<file path="src/rtl/regfile_wb_arbiter.sv">
// -----------------------------------------------------------------------------
// regfile_wb_arbiter
//
// Purpose: the register file has one write port, and two sources need it. This
// block shares that port between the in-order writeback stage (WB) and a
// long-latency result source (LU). LU results wait in a small FIFO until WB
// leaves the port free. A pending-destination scoreboard lets decode stall on
// hazards against LU writes that are still outstanding. A starvation counter
// asks upstream for one WB bubble when LU results have been waiting too long.
//
// Ports:
//   clk, rst                     clock (rising edge), synchronous active-high reset
//   wb_valid/wb_addr/wb_data     writeback request; always wins the port
//   lu_valid/lu_addr/lu_data     long-latency result, accepted when lu_ready
//   lu_ready                     FIFO not full (registered state only)
//   issue_valid/issue_addr       decode issues an LU op; marks its destination pending
//   chk_rs/chk_rt/chk_rd         decode operands to test against the scoreboard
//   stall                        some decode operand has an outstanding LU write
//   pipe_hold                    one-cycle request for a WB bubble
//   write_enabled/addr/data      registered write port of the register file
// -----------------------------------------------------------------------------
module regfile_wb_arbiter #(
   parameter int DEPTH        = 2,
   parameter int STARVE_LIMIT = 4
) (
   input  logic        clk,
   input  logic        rst,
   input  logic        wb_valid,
   input  logic [4:0]  wb_addr,
   input  logic [31:0] wb_data,
   input  logic        lu_valid,
   output logic        lu_ready,
   input  logic [4:0]  lu_addr,
   input  logic [31:0] lu_data,
   input  logic        issue_valid,
   input  logic [4:0]  issue_addr,
   input  logic [4:0]  chk_rs,
   input  logic [4:0]  chk_rt,
   input  logic [4:0]  chk_rd,
   output logic        stall,
   output logic        pipe_hold,
   output logic        write_enabled,
   output logic [4:0]  write_addr,
   output logic [31:0] write_data
);

   localparam int PTR_W = (DEPTH > 1) ? $clog2(DEPTH) : 1;
   localparam int CNT_W = PTR_W + 1;
   localparam int STV_W = $clog2(STARVE_LIMIT + 1);

   logic [4:0]       fifo_addr [DEPTH];
   logic [31:0]      fifo_data [DEPTH];
   logic [PTR_W-1:0] wr_ptr;
   logic [PTR_W-1:0] rd_ptr;
   logic [CNT_W-1:0] count;
   logic             full;
   logic             empty;
   logic             push;
   logic             pop;
   logic [4:0]       head_addr;
   logic [31:0]      head_data;

   logic             win_p0;
   logic             vld_p0;
   logic [4:0]       addr_p0;
   logic [31:0]      data_p0;

   logic [31:0]      pending;
   logic [31:0]      pending_nxt;
   logic [STV_W-1:0] starve_cnt;

   assign full      = (count == CNT_W'(DEPTH));
   assign empty     = (count == '0);
   assign lu_ready  = ~full;
   assign push      = lu_valid & ~full;
   // The head can leave only when WB does not claim the port. The head always
   // comes from registered FIFO state, so a result pushed this cycle waits
   // until the next cycle at the earliest.
   assign pop       = ~wb_valid & ~empty;
   assign head_addr = fifo_addr[rd_ptr];
   assign head_data = fifo_data[rd_ptr];

   // FIFO storage holds data only, so it needs no reset.
   always_ff @(posedge clk) begin
      if (push) begin
         fifo_addr[wr_ptr] <= lu_addr;
         fifo_data[wr_ptr] <= lu_data;
      end
   end

   always_ff @(posedge clk) begin
      if (rst) begin
         wr_ptr <= '0;
         rd_ptr <= '0;
         count  <= '0;
      end else begin
         if (push) begin
            wr_ptr <= wr_ptr + PTR_W'(1);
         end
         if (pop) begin
            rd_ptr <= rd_ptr + PTR_W'(1);
         end
         case ({push, pop})
            2'b10:   count <= count + CNT_W'(1);
            2'b01:   count <= count - CNT_W'(1);
            default: count <= count;
         endcase
      end
   end

   // ---- stage p0: pick the port winner for this cycle ----
   always_comb begin
      win_p0  = 1'b0;
      addr_p0 = '0;
      data_p0 = '0;
      if (wb_valid) begin
         win_p0  = 1'b1;
         addr_p0 = wb_addr;
         data_p0 = wb_data;
      end else if (!empty) begin
         win_p0  = 1'b1;
         addr_p0 = head_addr;
         data_p0 = head_data;
      end
   end

   // A winner with destination r0 still uses its slot, but no write is issued.
   assign vld_p0 = win_p0 & (addr_p0 != 5'd0);

   // ---- stage p1: registered write port ----
   always_ff @(posedge clk) begin
      if (rst) begin
         write_enabled <= 1'b0;
         write_addr    <= '0;
         write_data    <= '0;
      end else begin
         write_enabled <= vld_p0;
         if (win_p0) begin
            write_addr <= addr_p0;
            write_data <= data_p0;
         end
      end
   end

   // Scoreboard. The clear is applied before the set, so an issue to an
   // address wins over a pop to the same address in the same cycle.
   always_comb begin
      pending_nxt = pending;
      if (pop) begin
         pending_nxt[head_addr] = 1'b0;
      end
      if (issue_valid) begin
         pending_nxt[issue_addr] = 1'b1;
      end
      pending_nxt[0] = 1'b0;
   end

   always_ff @(posedge clk) begin
      if (rst) begin
         pending <= '0;
      end else begin
         pending <= pending_nxt;
      end
   end

   assign stall = pending[chk_rs] | pending[chk_rt] | pending[chk_rd];

   // Starvation counter. When the FIFO is non-empty and nothing pops, WB must
   // be holding the port. The counter restarts from zero after each pipe_hold
   // pulse, so it does not re-arm before STARVE_LIMIT more such cycles.
   always_ff @(posedge clk) begin
      if (rst) begin
         starve_cnt <= '0;
         pipe_hold  <= 1'b0;
      end else if (empty || pop) begin
         starve_cnt <= '0;
         pipe_hold  <= 1'b0;
      end else if (starve_cnt == STV_W'(STARVE_LIMIT - 1)) begin
         starve_cnt <= '0;
         pipe_hold  <= 1'b1;
      end else begin
         starve_cnt <= starve_cnt + STV_W'(1);
         pipe_hold  <= 1'b0;
      end
   end

endmodule
</file>
<file path="config.mk">
export PLATFORM = sky130hd
export DESIGN_NAME = regfile_wb_arbiter
export DESIGN_NICKNAME = d
export VERILOG_FILES = /design/src/rtl/regfile_wb_arbiter.sv
export SDC_FILE = /design/constraint.sdc
export NUM_CORES = 1
export LEC_CHECK = 0
export ABC_CLOCK_PERIOD_IN_PS = 3500
export BUFFER_PORTS_ARGS = -buffer_cell sky130_fd_sc_hd__buf_2
export CORE_ASPECT_RATIO = 0.6
export CORE_UTILIZATION = 55
export CTS_CLUSTER_DIAMETER = 40
export CTS_CLUSTER_SIZE = 16
export DETAILED_ROUTE_END_ITERATION = 6
export GPL_ROUTABILITY_DRIVEN = 1
export PLACE_DENSITY = 0.77
export SYNTH_ARGS = -nofsm -noshare
export SYNTH_HDL_FRONTEND = slang
export SYNTH_SLANG_ARGS = --single-unit
</file>
<file path="constraint.sdc">
create_clock -name clk -period 3.5 [get_ports clk]
set_input_delay 0.35 -clock clk [delete_from_list [all_inputs] [get_ports clk]]
set_output_delay 0.35 -clock clk [all_outputs]
set_load 0.05 [all_outputs]
</file>
After elaboration in Yosys (flattened, before gate mapping)
Memory sizes are Yosys's and may differ from the RTL's. A register that Yosys moved wholly into a read port is not among the register bits.
Index checks and enable logic that the tools add are counted.
{ "word_totals": {"reg_bits": 78, "ramBits": 74, "input_bits": 99, "out_inout_bits": 41, "word_cells": 73, "memories": 2} }
{ "mem_list": {"columns": ["name", "depth", "word_bits", "read_ports", "rd_ports_with_merged_regs", "write_ports", "line_no", "rtl"], "rows": [
  ["fifo_data", 2, 32, 1, 1, 1, "52", "logic [31:0] fifo_data [DEPTH];"],
  ["fifo_addr", 2, 5, 1, 1, 1, "51", "logic [4:0] fifo_addr [DEPTH];"]
]} }
{ "classes": {"add_sub_neg": 5, "magnitude_cmp": 7, "eq_ne": 4, "n_mux": 26, "n_bitwise": 11, "reduce_logical": 8} }
{ "op_table": {"columns": ["operator", "count"], "rows": [
  ["32-bit two-way mux", 4],
  ["32-bit bitwise AND", 1],
  ["32-bit inverter", 1],
  ["32-bit bitwise OR", 1],
  ["5-bit by 6-bit < comparator with 1-bit output (second input constant)", 5],
  ["1-bit binary-select mux with 5-bit select", 3],
  ["1-bit two-way mux", 14],
  ["1-bit demux with 5-bit select", 2],
  ["5-bit by 1-bit greater-or-equal comparator with 1-bit output (second input constant)", 2],
  ["5-bit two-way mux", 2],
  ["5-bit nonzero test", 1],
  ["2-bit equality test (second input constant)", 2],
  ["2-bit one-hot mux with 2 select lines", 1],
  ["3-bit by 1-bit adder with 3-bit output (second input constant)", 1],
  ["1-bit bitwise AND", 3],
  ["3-bit by 2-bit equality test with 1-bit output (second input constant)", 1],
  ["1-bit inverter", 3],
  ["3-bit OR reduction", 1],
  ["1-bit adder (second input constant)", 2],
  ["2-bit by 1-bit adder with 2-bit output (second input constant)", 1],
  ["2-bit by 1-bit equality test with 1-bit output (second input constant)", 1],
  ["1-bit logical AND", 2],
  ["2-bit zero test", 1],
  ["1-bit bitwise OR", 2],
  ["other kinds (4)", 4]
]} }

Logic depth before layout (Yosys ltp)
{ "depth": {"word_depth": 9, "depth_mapped": 8, "mapped_depth_nobuf": 6} }

Worst setup path before layout
Ideal clock, no wire load.
{ "synth_path": {"kind": "register to register", "startpoint": "reg count[0]", "endpoint": "mem fifo_addr[0][0] (enable)", "setup_time_ns": 0.431, "t_arrival_ns": 2.642, "required_ns": 3.069, "slack_ns": 0.426, "path_stages_with_launch": 4, "path_buffers": 0, "period_less_slack_ns": 3.074, "path_cell_list": "dfxtp_1 nand2b_1 nand2_1 nor2_1"} }
{ "synth_via": {"elab_chain_len": 5} }
{ "synth_rtl": {"columns": ["item", "line_no", "rtl"], "rows": [
  ["from (decl)", "55", "logic [CNT_W-1:0] count;"],
  ["from (signal assigned)", "104", "2'b10: count <= count + CNT_W'(1);"],
  ["from (signal assigned)", "105", "2'b01: count <= count - CNT_W'(1);"],
  ["from (signal assigned)", "106", "default: count <= count;"],
  ["2-bit equality test", "72", "assign full = (count == CNT_W'(DEPTH));"],
  ["1-bit inverter", null, null],
  ["via lu_ready", "32", "output logic lu_ready,"],
  ["1-bit bitwise AND", "75", "assign push = lu_valid & ~full;"],
  ["1-bit two-way mux", "85", "if (push) begin"],
  ["1-bit two-way mux (not written as such)", "86", "fifo_addr[wr_ptr] <= lu_addr;"],
  ["to (decl)", "51", null]
]} }
The timed path passes the listed nets, and every way through them passes these cells.

Worst setup path after layout
{ "layout_path": {"startpoint": "reg pending[12]", "endpoint": "out stall"} }
{ "layout_via": {"elab_chain_len": 4, "elab_cells_between_ends": 8, "classes_between": "mux: 6; bitwise: 2"} }
{ "layout_rtl": {"columns": ["item", "line_no", "rtl"], "rows": [
  ["from (decl)", "68", "logic [31:0] pending;"],
  ["from (signal assigned)", "162", "pending <= pending_nxt;"],
  ["1-bit binary-select mux with 5-bit select", "166", "assign stall = pending[chk_rs] | pending[chk_rt] | pending[chk_rd];"],
  ["1-bit two-way mux (not written as such)", "166", null],
  ["1-bit bitwise OR", "166", null],
  ["1-bit bitwise OR (*)", "166", null],
  ["to (decl)", "40", "output logic stall,"]
]} }
Mark *: on every way between the ends. The rest lies on a longest branch, timed or not. The select of a mux whose other input is x is not followed.

==> reports/metrics.csv <==
metric;value;unit
min-delay src;lu_data[23];
Post-DP HPWL;12210;um
most instantiated cells after synthesis;90 x nor2_1, 78 x dfxtp_1, 74 x edfxtp_1;
worst reg2reg path depth;5;
Comb pwr share;0.300;
Via Count;5413;
Die Height;88.05;um
final non-filler cell total;914;
mean number of vias per cell;5.922;
IR drop worst, VDD;0.4385;mV
maxcap violations;0;
drt total wl;17330;um
Mapped Cells;612;
Final Setup Violations;0;
RSZ-0062 raised after global routing;false;
Cell Chain, Critical Path;mux4_1 > inv_1 > a2111oi_0 > nor4b_1 > nand4_1 > buf_2;
FF-to-FF setup slack;1.25;ns
Worst-Skew Late Latency;0.42;ns
setup TNS;0;ns
yosys warns;0;
hold bufs inserted after CTS;0;
# diodes;0;
RD Place Congestion;0.8905;
number of synthesized flops with an enable pin;74;
main area contributors after synthesis;edfxtp_1 33%, dfxtp_1 23%, mux2i_1 6.5%;
CTS max path bufs;2;
CP max FO;4;
Core Footprint;0.01202;sq mm
worst rel slew slack;0.2724;
PwrDens;714.9;mW/mm^2
PortBufs;139;
critical path's slowest cell;mux4_1;
cell area after synthesis;0.006788;sq mm
worst hold path depth;1;
Crit path largest cell delay;0.54;ns
die width;145.4;um
Fin Clk Skew;0.01134;ns
all-layer global routing usage;0.2774;
largest net degree at the start of global routing;50;
placed insts;882;
CTS tree;done;
die area;0.01280;sq mm
vias in the first global route;5118;
Net Sw Power;0.002136;W
post-route ant nets;0;
share of flip-flops with an asynchronous set or reset;0;
CTS Sinks;152;
Switching Share;0.3693;
most frequent cell after synthesis;nor2_1;
clock power share;0.301;
Synth top area share;0.3274;
share of layout cells above drive strength 1;0.2804;
1st-pass router iterations;6;
DRC viols;0;
Resize count post-CTS;0;
crit-path leading delay family;multiplexers;
Synth Flop Type;dfxtp_1;
Cell variety after synth;48;
first-pass GRT wire length;26710;um
Reg power frac;0.399;
H-tree levels;4;
Yosys reg bits;152;
Hold Vio Cnt, Final;0;
worst-margin pin slew;1.089;ns
Int Power;0.003649;W
CP arrival;2.21;ns
Wirelength per Cell;18.96;um
status;completed;
boundary pin count;140;
fin crit share;0.7314;
Root Buffer;clkbuf_16;
Critical Path Sink Type;output port;
reg2reg end;pending[7];
WP data required;3.15;ns
Buffers & Inverters on Critical Path;2;
Net Count, Synth;714;
P&R area growth vs syn;19.23;%
initial drt markers;513;
Seq/Total Area, Yosys;0.5574;
Crit Path Category;reg2out;
Hold EP;fifo_data[0][23];
clock slew seen by the registers of the worst setup and hold paths;0.07;ns
Hold WC Path Type;in2reg;
Max Fclk;0.3907;GHz
Layout Utilization;0.6730;
initial antenna violation count;1;
Overflow after GRT;0;
Pleak;3.049;nW
CTS Buf Count;17;
setup bufs post-CTS;0;
clock period minus worst slack;2.560;ns
crit start category;flip-flop;
cell taking the most area after synthesis;edfxtp_1;
Nets;838;
Mean Syn Cell Area;11.09;sq um
max-slew violation count;0;
Initial Util;0.5645;
std cell rows;31;
[how the worst max path moves through the flow]
stage | depth (start not counted) | endpoint | startpoint | slack (ns)
finish | 6 | stall | pending[12] | 0.94
global route | 6 | stall | pending[12] | 0.85
CTS | 6 | stall | pending[12] | 0.97
detailed placement | 7 | stall | chk_rd[2] | 1.16
global placement | 7 | stall | chk_rd[2] | 1.26
floorplan | 3 | fifo_addr[0][0] | count[0] | 0.43
[flip-flops by register name (all words and copies together), names as in the netlist, 2 cells and up, named ones only]
| signal | flops |
|---|---|
| fifo_data | 64 |
| write_data | 32 |
| pending | 31 |
| fifo_addr | 10 |
| write_addr | 5 |
| starve_cnt | 3 |
| count | 2 |
[logic make-up after synthesis]
kind of cell / count (synthesis) / synth area share
buffers and inverters: 45 / 0.03650
DFF: 152 / 0.5574
xor gates and xnor gates: 4 / 0.005162
and+or+nand+nor: 187 / 0.1270
adders and majority gates: 3 / 0.005531
muxes: 69 / 0.1346
AOI/OAI and AO/OA: 152 / 0.1338
[final cells by class]
type,count,area (sq um)
multi-input combinational,415,2765
tap,165,206.4
clock inverter,15,151.4
sequential,152,3785
timing repair buffer,145,740.7
fill,937,3931
inverter,5,18.77
clock buffer,17,425.4
[placed cells by master (no fill, tap or decap), drive strengths merged, types with 2 or more instances in the layout]
master,synthesis,routed
buf,18,145
nor2,90,90
dfxtp,78,78
edfxtp,74,74
a21oi,70,70
nand2,45,45
mux2i,44,44
a211oi,38,38
o21ai,33,33
clkbuf,22,17
mux4,16,16
inv,5,14
nor3b,10,10
mux2,9,9
nor3,6,6
nand3,5,5
nor2b,4,4
nand4,4,4
and3,4,4
clkinv,0,4
o22ai,3,3
nor4b,3,3
nand3b,3,3
ha,3,3
a2111oi,3,3
nand2b,2,2
nand4b,2,2
a221oi,2,2
and3b,2,2
xnor2,2,2
xor2,2,2
clkinvlp,0,2
[power by group through the flow]
stage | combinational [W] | clock, W | sequential (W)
floorplan | 0.00103 | 0 | 0.00262
detailed placement | 0.00172 | 0 | 0.00235
CTS | 0.00173 | 0.00176 | 0.00231
global route | 0.00188 | 0.00185 | 0.00234
global placement | 0.00166 | 0 | 0.00233
finish | 0.00173 | 0.00174 | 0.00231
[per-stage QoR]
stage	power [W]	hold WS, ns	instance area [sq um]	setup slack, ns
2_1_floorplan	0.003648	0.4084	6788	0.4264
3_3_place_gp	0.003989	0.4167	7516	1.258
3_5_place_dp	0.004066	0.4435	7516	1.157
4_1_cts	0.005804	0.1020	8093	0.9661
5_1_grt	0.006066	0.08973	8093	0.8494
6_report	0.005786	0.1139	8093	0.9402
[metal layers]
layer	wire, um	GRT usage	share of wire
met3	1981	0.09583	0.11
met2	7610	0.4231	0.44
met1	7485	0.3812	0.43
met5	14	0	0.00081
met4	242	0.07273	0.014
No activity file was read; power rests on OpenSTA's default activity.
